## src/rtl/vecmac_pkg.sv

```systemverilog
// Shared defaults, FSM state type and lane-slicing helpers for the
// multi-lane vector accumulator.
package vecmac_pkg;

    localparam int DEF_W_IN      = 18;
    localparam int DEF_W_ACC     = 26;
    localparam int DEF_LANES     = 4;
    localparam int DEF_MAX_BEATS = 1024;

    typedef enum logic {
        IDLE = 1'b0,
        ACC  = 1'b1
    } state_t;

    // LSB position of lane 'lane' inside a bus of 'width'-bit lanes.
    function automatic int lane_lsb(input int lane, input int width);
        return lane * width;
    endfunction

    // MSB position of lane 'lane' inside a bus of 'width'-bit lanes.
    function automatic int lane_msb(input int lane, input int width);
        return lane * width + width - 1;
    endfunction

endpackage

```

## src/rtl/vec_accumulator_mc_acc_lane.sv

```systemverilog
// One accumulator lane: operand extension, add, overflow detection,
// optional saturation, plus the running sum and sticky overflow flag.
module acc_lane
    import vecmac_pkg::*;
#(
    parameter int W_IN     = DEF_W_IN,
    parameter int W_ACC    = DEF_W_ACC,
    parameter int SIGNED   = 0,
    parameter int SATURATE = 0
) (
    input  logic             clk,
    input  logic             rst_n,
    input  logic             i_clear,
    input  logic             i_load,
    input  logic [W_IN-1:0]  i_data,
    output logic [W_ACC-1:0] o_sum_next,
    output logic             o_ovf_next
);

    logic [W_ACC-1:0] r_sum;
    logic             r_ovf;

    logic [W_ACC-1:0] w_ext;
    logic [W_ACC-1:0] w_raw;
    logic [W_ACC-1:0] w_sat_val;
    logic             w_carry;
    logic             w_ovf_now;

    always_comb begin
        if (SIGNED != 0) begin
            w_ext = W_ACC'($signed(i_data));
        end else begin
            w_ext = W_ACC'(i_data);
        end
    end

    assign {w_carry, w_raw} = {1'b0, r_sum} + {1'b0, w_ext};

    // Signed overflow only happens when both operands share a sign, so the
    // clamp direction follows the running sum's sign.
    always_comb begin
        w_ovf_now = 1'b0;
        w_sat_val = '1;
        if (SIGNED != 0) begin
            w_ovf_now = (r_sum[W_ACC-1] == w_ext[W_ACC-1]) &&
                        (w_raw[W_ACC-1] != r_sum[W_ACC-1]);
            w_sat_val = r_sum[W_ACC-1] ? {1'b1, {(W_ACC-1){1'b0}}}
                                       : {1'b0, {(W_ACC-1){1'b1}}};
        end else begin
            w_ovf_now = w_carry;
            w_sat_val = '1;
        end
    end

    assign o_sum_next = ((SATURATE != 0) && w_ovf_now) ? w_sat_val : w_raw;
    assign o_ovf_next = r_ovf | w_ovf_now;

    always_ff @(posedge clk or negedge rst_n) begin
        if (!rst_n) begin
            r_sum <= '0;
            r_ovf <= 1'b0;
        end else if (i_clear) begin
            r_sum <= '0;
            r_ovf <= 1'b0;
        end else if (i_load) begin
            r_sum <= o_sum_next;
            r_ovf <= o_ovf_next;
        end
    end

endmodule

```

## src/rtl/vec_accumulator_mc.sv

```systemverilog
// Multi-lane vector accumulator: sums a configurable number of beats per lane
// and presents all lane results on a one-deep valid/ready output register.
module vec_accumulator_mc
    import vecmac_pkg::*;
#(
    parameter int W_IN      = DEF_W_IN,
    parameter int W_ACC     = DEF_W_ACC,
    parameter int LANES     = DEF_LANES,
    parameter int MAX_BEATS = DEF_MAX_BEATS,
    parameter int SIGNED    = 0,
    parameter int SATURATE  = 0,
    parameter int CNT_W     = $clog2(MAX_BEATS + 1)
) (
    input  logic                   clk,
    input  logic                   rst_n,
    input  logic [CNT_W-1:0]       cfg_beats,
    input  logic                   clr,
    input  logic                   in_valid,
    output logic                   in_ready,
    input  logic [LANES*W_IN-1:0]  in_data,
    output logic                   out_valid,
    input  logic                   out_ready,
    output logic [LANES*W_ACC-1:0] out_data,
    output logic [LANES-1:0]       out_ovf,
    output logic                   busy
);

    state_t r_state;
    state_t w_state_next;

    logic [CNT_W-1:0]       r_count;
    logic [CNT_W-1:0]       r_beats;
    logic [CNT_W-1:0]       w_cfg_eff;
    logic [CNT_W-1:0]       w_beats;
    logic                   w_is_last;
    logic                   w_accept;
    logic                   w_done;

    logic                   r_out_valid;
    logic [LANES*W_ACC-1:0] r_out_data;
    logic [LANES-1:0]       r_out_ovf;
    logic [LANES*W_ACC-1:0] w_sum_next_all;
    logic [LANES-1:0]       w_ovf_next_all;

    // Out-of-range beat counts are folded into the legal 1..MAX_BEATS range.
    always_comb begin
        w_cfg_eff = cfg_beats;
        if (cfg_beats == '0) begin
            w_cfg_eff = CNT_W'(1);
        end else if (cfg_beats > CNT_W'(MAX_BEATS)) begin
            w_cfg_eff = CNT_W'(MAX_BEATS);
        end
    end

    // cfg_beats is only honoured on the first beat; afterwards the latched copy rules.
    assign w_beats   = (r_state == IDLE) ? w_cfg_eff : r_beats;
    assign w_is_last = (r_count == (w_beats - CNT_W'(1)));

    // A stalled result only blocks the beat that would overwrite it.
    assign in_ready  = !clr && !(r_out_valid && !out_ready && w_is_last);
    assign w_accept  = in_valid && in_ready;
    assign w_done    = w_accept && w_is_last;

    always_ff @(posedge clk or negedge rst_n) begin
        if (!rst_n) begin
            r_state <= IDLE;
        end else begin
            r_state <= w_state_next;
        end
    end

    always_comb begin
        w_state_next = r_state;
        if (clr) begin
            w_state_next = IDLE;
        end else if (w_accept) begin
            w_state_next = w_is_last ? IDLE : ACC;
        end
    end

    always_ff @(posedge clk or negedge rst_n) begin
        if (!rst_n) begin
            r_count <= '0;
            r_beats <= '0;
        end else begin
            if (clr || w_done) begin
                r_count <= '0;
            end else if (w_accept) begin
                r_count <= r_count + CNT_W'(1);
            end
            if (w_accept && (r_state == IDLE)) begin
                r_beats <= w_cfg_eff;
            end
        end
    end

    always_ff @(posedge clk or negedge rst_n) begin
        if (!rst_n) begin
            r_out_valid <= 1'b0;
            r_out_data  <= '0;
            r_out_ovf   <= '0;
        end else if (w_done) begin
            r_out_valid <= 1'b1;
            r_out_data  <= w_sum_next_all;
            r_out_ovf   <= w_ovf_next_all;
        end else if (r_out_valid && out_ready) begin
            r_out_valid <= 1'b0;
        end
    end

    genvar gi;
    generate
        for (gi = 0; gi < LANES; gi++) begin : g_lane
            acc_lane #(
                .W_IN     (W_IN),
                .W_ACC    (W_ACC),
                .SIGNED   (SIGNED),
                .SATURATE (SATURATE)
            ) u_lane (
                .clk        (clk),
                .rst_n      (rst_n),
                .i_clear    (clr || w_done),
                .i_load     (w_accept && !w_is_last),
                .i_data     (in_data[lane_lsb(gi, W_IN) +: W_IN]),
                .o_sum_next (w_sum_next_all[lane_lsb(gi, W_ACC) +: W_ACC]),
                .o_ovf_next (w_ovf_next_all[gi])
            );
        end
    endgenerate

    assign out_valid = r_out_valid;
    assign out_data  = r_out_data;
    assign out_ovf   = r_out_ovf;
    assign busy      = (r_state == ACC);

endmodule

```

## config.mk

```make
export PLATFORM = sky130hd
export DESIGN_NAME = vec_accumulator_mc
export DESIGN_NICKNAME = d
export VERILOG_FILES = /design/src/rtl/vecmac_pkg.sv /design/src/rtl/vec_accumulator_mc_acc_lane.sv /design/src/rtl/vec_accumulator_mc.sv
export SDC_FILE = /design/constraint.sdc
export NUM_CORES = 1
export LEC_CHECK = 0
export CORE_ASPECT_RATIO = 1.5
export CORE_UTILIZATION = 58
export CTS_BUF_LIST = sky130_fd_sc_hd__clkbuf_4 sky130_fd_sc_hd__clkbuf_8
export DETAILED_ROUTE_END_ITERATION = 12
export PLACE_DENSITY = 0.83
export SYNTH_ARGS = -nofsm -noshare
export SYNTH_HDL_FRONTEND = slang
export SYNTH_HIERARCHICAL = 1
export SYNTH_SLANG_ARGS = --single-unit
```

## constraint.sdc

```tcl
create_clock -name clk -period 5.82 [get_ports clk]
set_clock_uncertainty 0.15 [all_clocks]
set_input_delay 1.455 -clock clk [delete_from_list [all_inputs] [get_ports clk]]
set_output_delay 1.455 -clock clk [all_outputs]
set_load 0.05 [all_outputs]
```

==> results of run 1 <==
==> synthesized netlist by cell type, drive strengths merged (7+ instances only) <==
cell type / number / area (µm²)
nand3: 38 / 225
o22ai: 12 / 131
a41oi: 7 / 61.3
nor2: 128 / 488
clkbuf: 27 / 191
a211oi: 16 / 138
dfrtp: 240 / 6010
nor3: 24 / 125
nand4: 27 / 175
a22o: 12 / 105
a21o: 33 / 260
ha: 74 / 926
o31ai: 25 / 203
nor2b: 7 / 43.8
xor2: 49 / 429
inv: 42 / 158
xnor2: 57 / 499
nand2: 88 / 333
a21oi: 123 / 631
or4: 22 / 173
buf: 49 / 393
mux2i: 45 / 450
a22oi: 9 / 72.6
o211ai: 17 / 133
mux2: 113 / 1310
and2: 8 / 52.6
nand2b: 9 / 56.3
and3: 18 / 120
nor4b: 8 / 70.1
o21ai: 63 / 319
and4: 8 / 72.6
or3: 14 / 87.6
nand4b: 7 / 61.3
a31oi: 7 / 43.8
==> worst paths after layout <==
check,start,slack [ps],to
worst max-delay path,cfg_beats[7],150,in_ready
worst max register to register,busy$_DFFE_PN0P_,1150,g_lane[3].u_lane/r_sum[17]$_DFFE_PN0P_
worst min-delay path,out_data[64]$_DFFE_PN0P_,350,out_data[64]$_DFFE_PN0P_
worst min register to register,out_data[64]$_DFFE_PN0P_,350,out_data[64]$_DFFE_PN0P_
max in group asynchronous,rst_n,3670,out_data[7]$_DFFE_PN0P_
min in group asynchronous,rst_n,740,out_data[40]$_DFFE_PN0P_
==> cells by family (layout without fill, tap and decap cells) <==
logic type      after synthesis  in the layout
fa+ha+maj                    78             78
mux                         158            158
xor+xnor                    106            106
flops                       240            240
buf+inv                     124            347
compound gates              386            386
simple gates                432            432
other cells                   0              2
==> cell usage in the layout (no fill, tap or decap), drive strengths merged, types with 7 or more instances in the layout <==
| master | netlist | final |
|---|---|---|
| a21o | 33 | 33 |
| a41oi | 7 | 7 |
| clkbuf | 27 | 62 |
| nand2 | 88 | 88 |
| nand3 | 38 | 38 |
| o211ai | 17 | 17 |
| dfrtp | 240 | 240 |
| clkdlybuf4s50 | 0 | 192 |
| a21oi | 123 | 123 |
| xnor2 | 57 | 57 |
| or4 | 22 | 22 |
| a22oi | 9 | 9 |
| inv | 42 | 42 |
| xor2 | 49 | 49 |
| a22o | 12 | 12 |
| and3 | 18 | 18 |
| o21ai | 63 | 63 |
| nor2b | 7 | 7 |
| ha | 74 | 74 |
| o22ai | 12 | 12 |
| and2 | 8 | 8 |
| nand4b | 7 | 7 |
| a31oi | 7 | 7 |
| a211oi | 16 | 16 |
| nor4b | 8 | 8 |
| nand2b | 9 | 9 |
| buf | 49 | 38 |
| mux2 | 113 | 113 |
| nand4 | 27 | 27 |
| nor3 | 24 | 24 |
| or3 | 14 | 14 |
| o31ai | 25 | 25 |
| nor2 | 128 | 128 |
| mux2i | 45 | 45 |
| and4 | 8 | 8 |
==> stage by stage <==
stage | utilization [%] | cell area (µm²)
global route | 70.4 | 18700
CTS | 70.3 | 18600
detailed placement | 66.7 | 17700
floorplan | - | 15700
finish | 70.4 | 18700
global placement | 66.7 | 17700
==> state kept, by name (all words and copies together) (netlist names) <==
signal               flops
out_valid                1
busy                     1
g_lane.u_lane/r_ovf      4
r_beats                 11
r_count                 11
out_ovf                  4
out_data               104
g_lane.u_lane/r_sum    104
==> what timing repair did <==
action,4_1_cts,5_1_grt
pin swaps,2,6
buffers inserted,1,0
gates resized for setup,5,7
setup endpoints to repair,1,1
==> power breakdown <==
| part | internal (mW) | switching, mW |
|---|---|---|
| clock network | 0.999 | 0.710 |
| registers | 1.74 | 0.0532 |
| logic | 0.411 | 0.602 |
| total | 3.15 | 1.37 |
==> layout make-up <==
class                           instances  share of cell area (%)
Clock buffer                           62                    4.24
Multi-Input combinational cell       1160                    47.2
Clock inverter                          9                   0.684
Antenna cell                            2                  0.0268
Tap cell                              337                    2.26
Sequential cell                       240                    32.2
Inverter                               42                   0.845
Timing Repair Buffer                  234                    12.6
==> metal layers <==
metal	wire, µm	up-vias	track usage [%]	part of all wire (%)
met4	1470	2	13.5	3.8
met5	10	-	0	0.026
met2	19800	360	50.7	51
met3	1990	105	5.59	5.2
li1	-	6022	-	-
met1	15300	6148	32.6	40
==> results by group, run 1 <==
Outcome
  • Outcome: finished, final reports clean

STA
  • Total negative slack: 0 ps
  • Pins over their slew limit: 0
  • Worst hold slack after final layout: 352 ps
  • Setup violation total in the final timing report: 0
  • Final Hold Violating Endpoints: 0
  • Final cycle utilization of the critical path: 97.5%
  • Worst slew pin tran: 963 ps
  • Setup repair after global routing missed its margin: false
  • Tightest slew margin relative to the limit: 35.8%
  • Minimum setup slack in the final design: 146 ps
  • Max Clock Freq: 176 MHz
  • Final Critical Period: 5670 ps

Placed design
  • Worst slack at placement: -98.0 ps
  • GPL Wtd Cong: 0.921
  • Number of instances in the placed design: 2012
  • I/O Buffers: 198
  • Final HPWL from detailed placement: 27900 µm

Layout
  • Non-filler instance count after layout: 2086
  • Number of fill cells in the layout: 2016
  • Layout-stage area growth over the synthesis result: 19.0%
  • Area of the multi-input gates: 0.00879 mm²
  • NumNets Final: 1884
  • Share of cells above drive strength 1: 17.5%
  • Register area: 0.00601 mm²

Clock tree
  • # clock sinks: 240
  • # H-tree levels: 2
  • Clock-pin slew on the worst setup and hold paths: 60 ps
  • TritonCTS clock tree: yes
  • Clock Latency Late Sink: 570 ps
  • CTS Hold Bufs: 0
  • Number of buffers on the longest clock path: 3
  • Buffer type at the clock tree root: sky130_fd_sc_hd__clkbuf_8
  • Number of buffers created by CTS: 40

Synth
  • Flip-flop and latch count after synthesis: 240
  • Combinational family with the most area after synthesis: compound AO/OA/AOI/OAI gates
  • Summed instance area of the synthesized netlist: 0.0157 mm²
  • Count of synthesis-stage warnings from yosys: 6
  • Proportion of synthesized flip-flops having asynchronous set or reset: 100%
  • Most frequently used flop master after synthesis: sky130_fd_sc_hd__dfrtp_1
  • Count of flip-flops with a built-in enable after synthesis: 0
  • Gate Count Post-Synth: 1524
  • Area fraction in compound gates after synthesis: 17.5%
  • Share of synthesized area occupied by flip-flops and latches: 38.3%
  • Post-synthesis mux area share: 11.3%
  • Mean Syn Cell Area: 10.3 µm²
  • Number of nets in the synthesized netlist: 1690
  • Adder-cell share of the synthesized area: 6.42%
  • Number of distinct library cells after synthesis: 96
  • Share of the synthesized netlist area taken by xor and xnor gates: 5.92%
  • Post-Synth Simple-Gate Area: 14.7%

Global route
  • Largest net degree at the start of global routing: 110
  • Wire length of the first global-routing pass: 63500 µm
  • Vias in the first global route: 13000
  • Total gr overflow: 0
  • Initial antenna violation count: 3
  • GRT Resource Usage Total: 28.6%

Setup path
  • R2r worst-path depth: 12
  • Arr. time, crit path: 4070 ps
  • Delay-heaviest family, CP: simple AND/OR/NAND/NOR gates
  • Highest-delay cell along the critical path: sky130_fd_sc_hd__or4b_1
  • Crit path kind: input port to output pin
  • Crit Path Max Fanout: 5
  • Total buffers and inverters traversed by the critical path: 3
  • Count of cell instances traversed by the critical path: 14
  • Nature of the critical path endpoint: output pin
  • Cell chain of the critical path: clkdlybuf4s50_1 > nor3_2 > nand4_1 > nand2_2 > inv_1 > ha_4 > nand2b_1 > a21oi_1 > or4b_1 > mux2i_2 > a21o_2 > a2111oi_4 > nor2_2 > buf_6
  • Worst Setup Start Kind: input port
  • Delay of the slowest cell on the worst path: 540 ps
  • Required time at the worst-slack endpoint: 4220 ps

Floorplanning
  • I/O Pins: 199
  • Width of the die: 136 µm
  • Initial Util: 59.2%
  • Die Area: 0.0277 mm²
  • Chip Height: 203 µm
  • Placeable core region: 0.0265 mm²
  • Num rows: 73

Routing
  • First-pass detailed-route iteration total: 5
  • Wire length reported by the detailed router: 38600 µm
  • # DRC: 0
  • Final ANT Viol Nets: 0
  • Via/cell ratio: 6.06
  • Final routed wire length divided by cell count: 18.5 µm
  • Total number of vias: 12600
  • Initial DRC Count: 672

Worst hold path
  • Hold Path Class: flop to flop
  • Hold-critical path depth: 1

Power
  • Maximum vdd ir drop: 230 µV
  • Leakage power: 8.63 nW
  • Total chip power: 4.52 mW
  • Power density of the placed cells: 242 mW/mm²

Flow run
  • Number of maximum-capacitance constraint violations: 0
Note: power is estimated with default switching activity, not from simulation.
==> run 2, diff against run 1 <==
PLACE_DENSITY = 0.81   (was 0.83)
==> run 2 against run 1 <==
Worst setup slack improved by 25 ps. Cell count increased by 0.58%. Combinational power about the same. Global-route usage decreased by 0.39 points. Sequential power about the same. Critical endpoint unchanged.
==> results by group, run 2 (same netlist as run 1, synthesis figures left out) <==
Clock tree
  • TritonCTS clock tree: yes (unchanged)
  • Clock Latency Late Sink: 570 ps (about the same)
  • Buffer type at the clock tree root: sky130_fd_sc_hd__clkbuf_8 (unchanged)
  • Clock-pin slew on the worst setup and hold paths: 60 ps (about the same)
  • Number of buffers created by CTS: 39 (was 40)
  • # H-tree levels: 2 (unchanged)
  • # clock sinks: 240 (unchanged)
  • Number of buffers on the longest clock path: 3 (unchanged)

Global route
  • Initial antenna violation count: 5 (was 3)
  • Vias in the first global route: 13200 (was 13000)
  • Wire length of the first global-routing pass: 62700 µm (was 63500 µm)
  • GRT Resource Usage Total: 28.2% (was 28.6%)
  • Largest net degree at the start of global routing: 106 (was 110)
  • GRT Max-Usage Layer: met2 (unchanged)
  • GR Layer Usage met3: 6.02% (was 5.59%)
  • GRT met1 Usage: 31.2% (was 32.6%)
  • Total gr overflow: 0 (unchanged)
  • Fraction of met2 tracks used by global routing: 51.0% (was 50.7%)

STA
  • Final Critical Period: 5650 ps (was 5670 ps)
  • Worst slew pin tran: 851 ps (was 963 ps)
  • Worst hold slack after final layout: 353 ps (was 352 ps)
  • Final cycle utilization of the critical path: 97.1% (was 97.5%)
  • Setup repair after global routing missed its margin: false (unchanged)
  • Final Hold Violating Endpoints: 0 (unchanged)
  • Tightest slew margin relative to the limit: 43.2% (was 35.8%)
  • Total negative slack: 0 ps (unchanged)
  • Max Clock Freq: 177 MHz (was 176 MHz)
  • Setup violation total in the final timing report: 0 (unchanged)
  • Pins over their slew limit: 0 (unchanged)

Setup path
  • Required time at the worst-slack endpoint: 4220 ps (about the same)
  • Crit Path Max Fanout: 5 (unchanged)
  • Arr. time, crit path: 4040 ps (was 4070 ps)
  • Crit path kind: input port to output pin (unchanged)
  • Nature of the critical path endpoint: output pin (unchanged)
  • Worst Setup Start Kind: input port (unchanged)

Layout
  • Commonest cells after routing, fill and taps aside: sky130_fd_sc_hd__dfrtp_1 (240), sky130_fd_sc_hd__clkdlybuf4s50_1 (190), sky130_fd_sc_hd__nor2_1 (125) (was sky130_fd_sc_hd__dfrtp_1 (240), sky130_fd_sc_hd__clkdlybuf4s50_1 (192), sky130_fd_sc_hd__nor2_1 (125))
  • Share of cells above drive strength 1: 18.0% (was 17.5%)
  • Area of the multi-input gates: 0.00880 mm² (was 0.00879 mm²)
  • Number of fill cells in the layout: 1998 (was 2016)
  • Leading cell type in the layout, fill and taps excluded: sky130_fd_sc_hd__dfrtp_1 (unchanged)
  • Layout-stage area growth over the synthesis result: 19.2% (was 19.0%)
  • Register area: 0.00601 mm² (unchanged)
  • NumNets Final: 1896 (was 1884)

Floorplanning
  • Num rows: 73 (unchanged)
  • Placeable core region: 0.0265 mm² (unchanged)
  • Chip Height: 203 µm (unchanged)
  • Initial Util: 59.2% (unchanged)
  • I/O Pins: 199 (unchanged)
  • Width of the die: 136 µm (unchanged)
  • Die Area: 0.0277 mm² (unchanged)

Routing
  • First-pass detailed-route iteration total: 5 (unchanged)
  • Final ANT Viol Nets: 0 (unchanged)
  • Final routed wire length divided by cell count: 18.4 µm (was 18.5 µm)
  • Via/cell ratio: 6.04 (was 6.06)
  • Wire length reported by the detailed router: 38500 µm (was 38600 µm)
  • Total number of vias: 12700 (was 12600)
  • Initial DRC Count: 631 (was 672)
  • # DRC: 0 (unchanged)

Placed design
  • Final HPWL from detailed placement: 28300 µm (was 27900 µm)
  • GPL Wtd Cong: 0.910 (was 0.921)
  • I/O Buffers: 198 (unchanged)

Outcome
  • Outcome: finished, final reports clean (unchanged)

Power
  • Leakage power: 8.69 nW (was 8.63 nW)
  • Maximum vdd ir drop: 214 µV (was 230 µV)
  • Total chip power: 4.40 mW (was 4.52 mW)
  • Power density of the placed cells: 235 mW/mm² (was 242 mW/mm²)

Worst hold path
  • Hold Path Class: flop to flop (unchanged)

Flow run
  • Number of maximum-capacitance constraint violations: 0 (unchanged)
## run 2: changes by cell type in the layout (fill, tap and decap cells not counted), sizes merged
| cell | change |
|---|---|
| inv | +2 |
| clkdlybuf4s50 | -2 |
| clkinvlp | -2 |
| dlygate4sd2 | -1 |
| bufinv | -2 |
| clkbuf | -1 |
| diode | +2 |
| dlymetal6s2s | +3 |
| buf | +13 |
## run 2: metrics by stage
step           utilization (%)  area (µm²)  instances  setup WS, ps
6_report                  70.6       18700       2098           171
5_1_grt                   70.6       18700       2098          2.95
4_1_cts                   70.3       18600       2093          7.43
3_5_place_dp              67.1       17800       2025         -49.6
3_3_place_gp              67.1       17800       2025         -7.88
2_1_floorplan                -       15700       1524           195
## run 2: final timing paths
path | to | start | cells past startpoint | slack [ps]
max | in_ready | cfg_beats[1] | 14 | 170
min | out_data[1]$_DFFE_PN0P_ | out_data[1]$_DFFE_PN0P_ | 1 | 350
max reg2reg | g_lane[2].u_lane/r_sum[24]$_DFFE_PN0P_ | busy$_DFFE_PN0P_ | 17 | 1500
min reg2reg | out_data[1]$_DFFE_PN0P_ | out_data[1]$_DFFE_PN0P_ | 1 | 350
max in group asynchronous | g_lane[2].u_lane/r_sum[0]$_DFFE_PN0P_ | rst_n | 2 | 3650
min in group asynchronous | out_data[40]$_DFFE_PN0P_ | rst_n | 1 | 740
## run 2: layout make-up
class	count	area share, %
Multi-Input combinational cell	1160	47.1
Sequential cell	240	32.1
Timing Repair Buffer	247	13.1
Clock buffer	61	4.12
Tap cell	337	2.26
Inverter	42	0.844
Clock inverter	7	0.375
Antenna cell	4	0.0536
## run 2: critical path, cell delays in order
cell and delay, ps:
sky130_fd_sc_hd__clkdlybuf4s50_1 450, sky130_fd_sc_hd__nor2_1 210, sky130_fd_sc_hd__nand4_1 150, sky130_fd_sc_hd__nand2_2 110, sky130_fd_sc_hd__inv_1 70, sky130_fd_sc_hd__ha_4 180, sky130_fd_sc_hd__nand2b_1 70, sky130_fd_sc_hd__a21oi_1 30
sky130_fd_sc_hd__or4b_1 540, sky130_fd_sc_hd__mux2i_2 210, sky130_fd_sc_hd__a21o_2 170, sky130_fd_sc_hd__a2111oi_4 60, sky130_fd_sc_hd__nor2_2 150, sky130_fd_sc_hd__buf_6 170
## run 2: repair_timing
| action | 4_1_cts | 5_1_grt |
|---|---|---|
| resized for setup | 2 | 13 |
| endpoints found under the hold margin | 0 | 0 |
| endpoints found under the setup margin | 1 | 1 |
| pin swaps | 0 | 7 |
| hold buffers | 0 | 0 |
| setup buffers | 0 | 1 |
## run 2: layer usage
layer | share of wire, % | up-vias
met2 | 52 | 341
met4 | 3.4 | 2
li1 | - | 6052
met3 | 5.5 | 81
met1 | 39 | 6201
met5 | 0.039 | -
## run 2: where the power goes
| part | total [mW] | switching, mW | internal, mW |
|---|---|---|---|
| sequential | 1.79 | 0.0516 | 1.74 |
| combinational | 1.02 | 0.604 | 0.413 |
| clock | 1.59 | 0.699 | 0.889 |
